`src/rtl/instruction_encoder.sv`:
```
// RV32I field packer for the boot/test loader: turns decoded fields into
// instruction words, tags each with a running byte address, and buffers two.
//
// Ports:
//   clk, rst                  clock, synchronous active-high reset
//   i_valid / o_ready         input field handshake
//   i_opcode, i_funct7/3      opcode and function fields
//   i_rs1, i_rs2, i_rd        register addresses
//   i_imm                     sign-extended, unshifted immediate (XLEN bits)
//   o_valid / i_ready         output word handshake
//   o_instr, o_addr           encoded word and its byte address
//   o_err                     one-cycle pulse: last accepted input was dropped
//   o_err_cnt                 saturating count of dropped inputs
module instruction_encoder #(
  parameter int XLEN   = 32,
  parameter int ADDR_W = 32,
  parameter logic [ADDR_W-1:0] BASE_ADDR = '0
) (
  input  logic              clk,
  input  logic              rst,
  input  logic              i_valid,
  output logic              o_ready,
  input  logic [6:0]        i_opcode,
  input  logic [6:0]        i_funct7,
  input  logic [2:0]        i_funct3,
  input  logic [XLEN-1:0]   i_imm,
  input  logic [4:0]        i_rs1,
  input  logic [4:0]        i_rs2,
  input  logic [4:0]        i_rd,
  output logic              o_valid,
  input  logic              i_ready,
  output logic [31:0]       o_instr,
  output logic [ADDR_W-1:0] o_addr,
  output logic              o_err,
  output logic [7:0]        o_err_cnt
);

  localparam logic [6:0] OpRInt    = 7'b0110011;
  localparam logic [6:0] OpIInt    = 7'b0010011;
  localparam logic [6:0] OpILoad   = 7'b0000011;
  localparam logic [6:0] OpIJump   = 7'b1100111;
  localparam logic [6:0] OpSStore  = 7'b0100011;
  localparam logic [6:0] OpSBranch = 7'b1100011;
  localparam logic [6:0] OpUImm    = 7'b0110111;
  localparam logic [6:0] OpUPc     = 7'b0010111;
  localparam logic [6:0] OpUJump   = 7'b1101111;

  // True when v equals the sign extension of its low n bits:
  // every bit from n-1 upward must match.
  function automatic logic sext_ok(
    input logic [XLEN-1:0] v,
    input int              n
  );
    logic signed [XLEN-1:0] t;
    t = $signed(v) >>> (n - 1);
    return (t == '0) || (&t);
  endfunction

  logic is_r;
  logic is_i;
  logic is_sh;
  logic is_s;
  logic is_b;
  logic is_u;
  logic is_j;

  always_comb begin
    is_r  = (i_opcode == OpRInt);
    is_sh = (i_opcode == OpIInt) &&
            (i_funct3[1:0] == 2'b01);
    is_i  = ((i_opcode == OpIInt) ||
             (i_opcode == OpILoad) ||
             (i_opcode == OpIJump)) && !is_sh;
    is_s  = (i_opcode == OpSStore);
    is_b  = (i_opcode == OpSBranch);
    is_u  = (i_opcode == OpUImm) ||
            (i_opcode == OpUPc);
    is_j  = (i_opcode == OpUJump);
  end

  logic [31:0] enc;
  logic        legal;

  always_comb begin
    enc   = '0;
    legal = 1'b0;
    unique case (1'b1)
      is_r: begin
        enc   = {i_funct7, i_rs2, i_rs1,
                 i_funct3, i_rd, i_opcode};
        legal = 1'b1;
      end
      is_sh: begin
        enc   = {i_funct7, i_imm[4:0], i_rs1,
                 i_funct3, i_rd, i_opcode};
        legal = ((i_imm >> 5) == '0);
      end
      is_i: begin
        enc   = {i_imm[11:0], i_rs1,
                 i_funct3, i_rd, i_opcode};
        legal = sext_ok(i_imm, 12);
      end
      is_s: begin
        enc   = {i_imm[11:5], i_rs2, i_rs1,
                 i_funct3, i_imm[4:0], i_opcode};
        legal = sext_ok(i_imm, 12);
      end
      is_b: begin
        enc   = {i_imm[12], i_imm[10:5], i_rs2,
                 i_rs1, i_funct3, i_imm[4:1],
                 i_imm[11], i_opcode};
        legal = sext_ok(i_imm, 13) && !i_imm[0];
      end
      is_u: begin
        enc   = {i_imm[31:12], i_rd, i_opcode};
        // For XLEN==32 the 32-bit sign check is trivially true.
        legal = (i_imm[11:0] == 12'h000) &&
                sext_ok(i_imm, 32);
      end
      is_j: begin
        enc   = {i_imm[20], i_imm[10:1],
                 i_imm[11], i_imm[19:12],
                 i_rd, i_opcode};
        legal = sext_ok(i_imm, 21) && !i_imm[0];
      end
      default: begin
        enc   = '0;
        legal = 1'b0;
      end
    endcase
  end

  logic [31:0]       instr_q [2];
  logic [ADDR_W-1:0] addr_q  [2];
  logic              wr_idx;
  logic              rd_idx;
  logic [1:0]        count;
  logic [ADDR_W-1:0] wr_addr;

  logic accept;
  logic push;
  logic pop;

  // Ready depends on registered occupancy only, so a full buffer
  // never accepts even when it is being drained the same cycle.
  assign o_ready = (count != 2'd2);
  assign o_valid = (count != 2'd0);
  assign accept  = i_valid && o_ready;
  assign push    = accept && legal;
  assign pop     = o_valid && i_ready;

  // An empty buffer shows the address the next word will take.
  assign o_instr = o_valid ? instr_q[rd_idx] : 32'h0;
  assign o_addr  = o_valid ? addr_q[rd_idx] : wr_addr;

  always_ff @(posedge clk) begin
    if (rst) begin
      instr_q[0] <= '0;
      instr_q[1] <= '0;
      addr_q[0]  <= '0;
      addr_q[1]  <= '0;
      wr_idx     <= 1'b0;
      rd_idx     <= 1'b0;
      count      <= 2'd0;
      wr_addr    <= BASE_ADDR;
      o_err      <= 1'b0;
      o_err_cnt  <= 8'd0;
    end else begin
      if (push) begin
        instr_q[wr_idx] <= enc;
        addr_q[wr_idx]  <= wr_addr;
        wr_idx          <= ~wr_idx;
        wr_addr         <= wr_addr + ADDR_W'(4);
      end
      if (pop) begin
        rd_idx <= ~rd_idx;
      end
      unique case ({push, pop})
        2'b10:   count <= count + 2'd1;
        2'b01:   count <= count - 2'd1;
        default: count <= count;
      endcase
      o_err <= accept && !legal;
      if (accept && !legal &&
          (o_err_cnt != 8'hFF)) begin
        o_err_cnt <= o_err_cnt + 8'd1;
      end
    end
  end

endmodule

```
`config.mk`:
```
export PLATFORM = sky130hd
export DESIGN_NAME = instruction_encoder
export DESIGN_NICKNAME = d
export VERILOG_FILES = /design/src/rtl/instruction_encoder.sv
export SDC_FILE = /design/constraint.sdc
export NUM_CORES = 1
export LEC_CHECK = 0
export ABC_AREA = 1
export ABC_CLOCK_PERIOD_IN_PS = 4300
export CAP_MARGIN = 20
export CORE_MARGIN = 2
export CORE_UTILIZATION = 35
export CTS_CLUSTER_SIZE = 16
export DETAILED_ROUTE_END_ITERATION = 6
export PLACE_DENSITY_LB_ADDON = 0.08
export SYNTH_ARGS = -nofsm -noshare
export SYNTH_HDL_FRONTEND = slang
export SYNTH_SLANG_ARGS = --single-unit
```
`constraint.sdc`:
```
create_clock -name clk -period 4.3 [get_ports clk]
set_clock_uncertainty 0.1 [all_clocks]
set_input_delay 0.645 -clock clk [delete_from_list [all_inputs] [get_ports clk]]
set_output_delay 0.645 -clock clk [all_outputs]
set_load 0.05 [all_outputs]
```
==> summary.md, run 1 <==
| Metric | Value |
|---|---|
| Outcome | `completed` |
| Pwr Total | `between 3 and 4 mW` |
| Clk buf depth | `2` |
| Die H | `162 microns` |
| Routed wire length per instance | `16.3 microns` |
| Top cells by area, synth | `edfxtp_1, nand2_1, dfxtp_1` |
| Antenna Violating Nets Remaining | `0` |
| Worst skew pair latency | `0.42 ns` |
| Syn Area/Cell | `between 8 and 9 sq um` |
| Clk slew on worst S/H paths | `roughly 0.070 ns` |
| Yosys warning count | `0` |
| Critical Path Source Type | `flip-flop` |
| Register area share after synthesis | `between 50% and 60%` |
| DIE AREA | `26,100 sq um` |
| Remaining DRCs | `0` |
| Die Wd | `about 160 microns` |
| Crit-path cells | `nor2_4 -> buf_4 -> a21oi_1 -> a22oi_1 -> clkdlybuf4s50_1` |
| HPWL Detailed | `about 17,000 microns` |
| Synth area leader | `edfxtp_1` |
| Max IR drop VDD | `0.242 mV` |
| # setup viols final | `0` |
| Post-Route Utilization | `about 45%` |
| Max Transition Viols Final | `0` |
| Top post-synthesis cells by count | `nand2_1, nor2_1, edfxtp_1` |
| Power Density | `approximately 310 nW/um^2` |
| Most instantiated library cell after synthesis | `nand2_1` |
| Primary FF master, synth | `edfxtp_1` |
| Final clock period utilization by the worst path | `83.3%` |
| Unrepaired setup endpoints after global routing | `false` |
| Maximum single-stage delay on the critical path | `approximately 0.86 ns` |
| Area delta synth->final | `25.6%` |
| Tmin final | `about 3.6 ns` |
| EDFF count, synth | `~120` |
| Hold Buf Count CTS | `0` |
| DRT Wirelength | `roughly 24,000 microns` |
| WHS | `between 0.3 and 0.4 ns` |
| Final hold vios | `0` |
| Clock Sinks | `roughly 170` |
| Synthesized flop and latch total | `168` |
| Starting Density | `between 30% and 40%` |
| 1st-pass router iterations | `6` |
| Cell Area, Synth | `slightly below 9000 sq um` |
| Post-synth ARST share | `0%` |
| Setup CP Type | `reg2out` |
| Postcts setup bufs | `0` |
| Pre-CTS setup slack | `~0.58 ns` |
| First-pass GRT wire length | `39,600 microns` |
| CP max stage cell | `clkdlybuf4s50_1` |
| Crit path max-delay family | `buffers and inverters` |
| Share of cells above drive strength 1 | `roughly 5.1%` |
| WP data required | `roughly 3.6 ns` |
| Distinct cell type count after synthesis | `37` |
| I/O Pins | `~140` |
| Post-route setup TNS | `0 ns` |
| H-tree depth | `4` |
| Setup ws final | `0.716 ns` |
| HP Class | `reg2reg` |
| GP Congestion | `roughly 0.90` |
| Port-buffer cells | `140` |
| Leakage Power | `about 4.0 nW` |
| Starting DRT DRC Count | `563` |
| Core ar. | `24,300 sq um` |
| Resized cells post-CTS | `0` |
| Grt total ovfl | `0` |
| Max Cap Viol | `0` |
| Buf/Inv on CP | `2` |
| Top cell type's share of synthesized area | `a little over two fifths` |
| Crit path max fanout | `22` |
| Ant diodes | `0` |
| TritonCTS clock tree | `built` |
| Site Rows | `57` |
| Largest net degree at the start of global routing | `64` |
| Antenna violations before repair | `0` |
| Pin slew with the least headroom to its limit | `between 0.7 and 0.8 ns` |
| Layout Nets | `about 1,200` |
| Slew margin rel. | `between 40% and 50%` |
| Vias in the first global route | `about 7,400` |
| Fmax | `~280 MHz` |
| Vias after detailed routing | `roughly 7,500` |
| Crit path capture type | `output port` |
| Synthesized instance count | `roughly 1,000` |
| Root buffer cell | `clkbuf_16` |
| Drt via density | `~5.0` |
| TritonCTS Buffers | `17` |
| Worst path arrival time | `2.84 ns` |
| Tot GR Track Use | `between 10% and 20%` |
[layout make-up]
| cell class | instances | area, sq um |
|---|---|---|
| clock inverter | 15 | 105 |
| timing repair buffer | 153 | 1550 |
| sequential | 168 | 4610 |
| multi-input combinational | 737 | 3510 |
| fill | 2449 | 13400 |
| clock buffer | 17 | 425 |
| tap | 324 | 405 |
| inverter | 86 | 325 |
[cells in the final DEF, fill, tap and decap left out, drive strengths merged, types with 2 or more instances in the layout]
cell           instances
a21oi                107
a221oi                10
a22oi                 42
a32o                   2
buf                   13
clkbuf                17
clkdlybuf4s50        140
clkinv                10
clkinvlp               4
conb                   2
dfxtp                 44
edfxtp               124
ha                     3
inv                   87
nand2                264
nand3                 33
nand4                 11
nor2                 191
nor3                  24
nor4                   3
o21ai                  6
or2                    2
xnor2                  2
xor2                  30
[worst paths after layout]
path,slack (ns),depth (start not counted),end,start
worst min register to register,0.35,1,rd_idx$_SDFFE_PP0P_,rd_idx$_SDFFE_PP0P_
worst min-delay path,0.35,1,rd_idx$_SDFFE_PP0P_,rd_idx$_SDFFE_PP0P_
worst max register to register,1.79,9,addr_q[1][3]$_SDFFCE_PN0P_,count[0]$_SDFFE_PP0P_
worst max-delay path,0.72,5,o_addr[4],count[1]$_SDFFE_PP0P_
[cell families (layout without fill, tap and decap cells)]
logic type	count (synthesis)	count (layout)	share of synthesized area, %
AOI/OAI and AO/OA	170	170	11.6
xor gates and xnor gates	32	32	3.22
adders and majority gates	3	3	0.432
buffers and inverters	137	271	6.89
DFF	168	168	53.0
other	1	2	0.0431
and+or+nand+nor	530	530	24.8
[sequential cells by signal, indices dropped and copies added (netlist names), named ones only]
register	cells
addr_q	60
count	2
instr_q	64
o_err	1
o_err_cnt	8
rd_idx	1
wr_addr	30
wr_idx	1
[per-stage QoR]
stage	std cells	area, sq um
floorplan	1042	8700
global route	1500	10900
detailed placement	1468	10400
finish	1500	10900
CTS	1500	10900
global placement	1468	10400
[power breakdown]
group / leakage, nW / internal (mW) / switching (mW)
Sequential: 1.59 / 1.78 / 0.0155
Combinational: 2.19 / 0.0964 / 0.138
Clock: 0.247 / 0.738 / 0.661
[worst register-to-register path, cell delays in order, from the launching register on]
cell and delay [ns]:
dfxtp_1 0.42, inv_1 0.09, nand2_1 0.11, nand2_1 0.10, inv_1 0.27, nand2_4 0.09
inv_4 0.28, nand2_2 0.11, nand2_2 0.32, buf_12 0.28
[routing by layer]
metal  vias up  share of wire, %  global-route usage [%]
met1      3547                49                    27.0
met4         0               1.9                    5.23
met5         -                 0                       0
met3        26               3.7                    3.24
met2       172                46                    30.9
li1       3713                 -                       -
Power figures use the tool's default switching activity.
==> inputs of run 2 (changes only) <==
--- a/config.mk
+++ b/config.mk
@@ -6,7 +6,7 @@
 export NUM_CORES = 1
 export LEC_CHECK = 0
 export ABC_AREA = 1
-export ABC_CLOCK_PERIOD_IN_PS = 4300
+export ABC_CLOCK_PERIOD_IN_PS = 3050
 export CAP_MARGIN = 20
 export CORE_MARGIN = 2
 export CORE_UTILIZATION = 35
==> constraint.sdc (replaced) <==
create_clock -name clk -period 3.05 [get_ports clk]
set_clock_uncertainty 0.1 [all_clocks]
set_input_delay 0.4575 -clock clk [delete_from_list [all_inputs] [get_ports clk]]
set_output_delay 0.4575 -clock clk [all_outputs]
set_load 0.05 [all_outputs]
==> summary.md, run 2 (synthesized netlist as in run 1, its figures left out) <==
| Metric | Value |
|---|---|
| Outcome | `completed` |
| DRT Wirelength | `24,700 microns (+0.86%)` |
| DIE AREA | `26,100 sq um (unchanged)` |
| Worst skew pair latency | `0.43 ns (about the same)` |
| Max IR drop VDD | `0.374 mV (+55%)` |
| Starting DRT DRC Count | `495 (-12%)` |
| Critical path depth in cells | `5 (unchanged)` |
| Tot GR Track Use | `19.2% (about the same)` |
| Remaining DRCs | `0 (unchanged)` |
| Critical Path Source Type | `flip-flop` |
| Post-DP Area | `11,200 sq um (+7.7%)` |
| Maximum single-stage delay on the critical path | `0.36 ns (-0.50 ns)` |
| Grt total ovfl | `0 (unchanged)` |
| Biggest regs | `instr_q (64), addr_q (60), wr_addr (30)` |
| Vias after detailed routing | `7,484 (+0.35%)` |
| Crit-path cells | `nor2_4 -> buf_12 -> a21oi_1 -> a22oi_1 -> buf_12` |
| Antenna Violating Nets Remaining | `0 (unchanged)` |
| Crit path max fanout | `43 (+95%)` |
| Site Rows | `57 (unchanged)` |
| Crit. Startpoint | `count[1]$_SDFFE_PP0P_` |
| HP Class | `reg2reg` |
| Max FFs per register | `64 (unchanged)` |
| Drt via density | `4.94 (-0.71%)` |
| Clk buf depth | `2 (unchanged)` |
| Max Transition Viols Final | `0 (unchanged)` |
| Post-route setup TNS | `0 ns (unchanged)` |
| Unrepaired setup endpoints after global routing | `false` |
| Buf/Inv on CP | `2 (unchanged)` |
| Clock Sinks | `168 (unchanged)` |
| Reg2reg end | `wr_addr[30]$_SDFFE_PP0P_` |
| Postcts setup bufs | `0 (unchanged)` |
| Port-buffer cells | `140 (unchanged)` |
| Worst-case reg-to-reg path depth | `9 (unchanged)` |
| GP Congestion | `0.881 (-2.3%)` |
| # setup viols final | `0 (unchanged)` |
| Setup CP Type | `reg2out` |
| Largest net degree at the start of global routing | `61 (-4.7%)` |
| 1st-pass router iterations | `7 (+1)` |
| Reg-to-reg setup timing slack | `0.96 ns (-0.83 ns)` |
| Pwr Total | `5.17 mW (+50%)` |
| Die Wd | `162 microns (unchanged)` |
| TritonCTS Buffers | `17 (unchanged)` |
| Starting Density | `35.8% (unchanged)` |
| WHS | `0.357 ns (+0.00223 ns)` |
| Final hold vios | `0 (unchanged)` |
| Share of cells above drive strength 1 | `11.8% (+6.7 points)` |
| H-tree depth | `4 (unchanged)` |
| Design area | `11,800 sq um (+8.1%)` |
| CP max stage cell | `dfxtp_1` |
| First-pass GRT wire length | `39,200 microns (-0.89%)` |
| Commonest non-fill, non-tap cells in the layout | `nand2_1, nor2_1, edfxtp_1` |
| TritonCTS clock tree | `built` |
| Final clock period utilization by the worst path | `a little under nine tenths` |
| Max Cap Viol | `0 (unchanged)` |
| Clk slew on worst S/H paths | `0.06 ns (about the same)` |
| Worst r2r src | `wr_addr[2]$_SDFFE_PP0P_` |
| Leakage Power | `4.48 nW (+11%)` |
| Commonest non-fill, non-tap cell in the layout | `nand2_1` |
| Core ar. | `24,300 sq um (unchanged)` |
| Layout Nets | `1,250 (+1.3%)` |
| Worst path arrival time | `2.04 ns (-0.80 ns)` |
| Tmin final | `approximately 2.6 ns` |
| Fmax | `just under 400 MHz` |
| Crit path capture type | `output port` |
| Non-Filler Instances | `1,516 (+1.1%)` |
| HPWL Detailed | `17,500 microns (+4.2%)` |
| Ant diodes | `0 (unchanged)` |
| Root buffer cell | `clkbuf_16` |
| I/O Pins | `143 (unchanged)` |
| Power Density | `437 nW/um^2 (+39%)` |
| Die H | `162 microns (unchanged)` |
| Vias in the first global route | `7,179 (-3.6%)` |
| Area delta synth->final | `35.8%` |
| Crit path max-delay family | `buffers and inverters` |
| Reg with most FFs | `instr_q` |
| Antenna violations before repair | `0 (unchanged)` |
| WP data required | `2.49 ns (-1.07 ns)` |
| Worst setup path endpoint | `o_addr[3]` |
| Slew margin rel. | `63.2% (+16 points)` |
| CP most frequent cell | `buf_12` |
| Pin slew with the least headroom to its limit | `0.552 ns (-0.244 ns)` |
| # placed instances | `1,484 (+1.1%)` |
| Routed wire length per instance | `16.3 microns (-0.20%)` |
| Hold Buf Count CTS | `0 (unchanged)` |
| Resized cells post-CTS | `0 (unchanged)` |
-- run 2: worst min-delay path by stage --
stage | startpoint | to | slack, ns | cells after the start
6_report | rd_idx$_SDFFE_PP0P_ | flip-flop | 0.36 | 1
5_1_grt | rd_idx$_SDFFE_PP0P_ | rd_idx$_SDFFE_PP0P_ | 0.39 | 1
4_1_cts | rd_idx$_SDFFE_PP0P_ | flip-flop | 0.36 | 1
3_5_place_dp | rd_idx$_SDFFE_PP0P_ | flip-flop | 0.34 | 1
3_3_place_gp | rd_idx$_SDFFE_PP0P_ | flip-flop | 0.35 | 1
2_1_floorplan | rd_idx$_SDFFE_PP0P_ | flip-flop | 0.33 | 1
-- run 2: layout make-up --
class | instances | area, sq um
clock buffer | 17 | 425
timing repair buffer | 169 | 2350
tap | 324 | 405
fill | 2313 | 12500
inverter | 86 | 325
clock inverter | 15 | 189
sequential | 168 | 4610
multi-input combinational | 737 | 3510
-- run 2: worst register-to-register path, stage by stage (launching register included) --
cell,delay (ns)
dfxtp_1,0.35
ha_1,0.25
inv_1,0.11
nor3_1,0.43
inv_1,0.13
nor2_1,0.20
nand2_1,0.10
xor2_1,0.16
nand2_1,0.07
a21oi_1,0.12
-- run 2: per-stage QoR --
stage	setup WS [ns]	util, %
3_5_place_dp	0.0928	46.0
3_3_place_gp	0.107	46.0
4_1_cts	0.426	48.6
5_1_grt	0.284	48.6
6_report	0.451	48.6
2_1_floorplan	0.0620	-
-- run 2: per-layer routing --
layer	vias to the layer above	share of wire [%]	GRT usage, %
met2	194	47	30.6
met1	3513	48	27.3
met4	0	0.95	4.18
met5	-	0	0
li1	3760	-	-
met3	17	4.9	3.83
-- run 2: power breakdown --
part | internal (mW) | leakage [nW] | total (mW) | switching [mW]
combinational | 0.159 | 2.59 | 0.360 | 0.201
sequential | 2.51 | 1.59 | 2.53 | 0.0209
clock | 1.31 | 0.301 | 2.27 | 0.961
total | 3.98 | 4.48 | 5.17 | 1.18
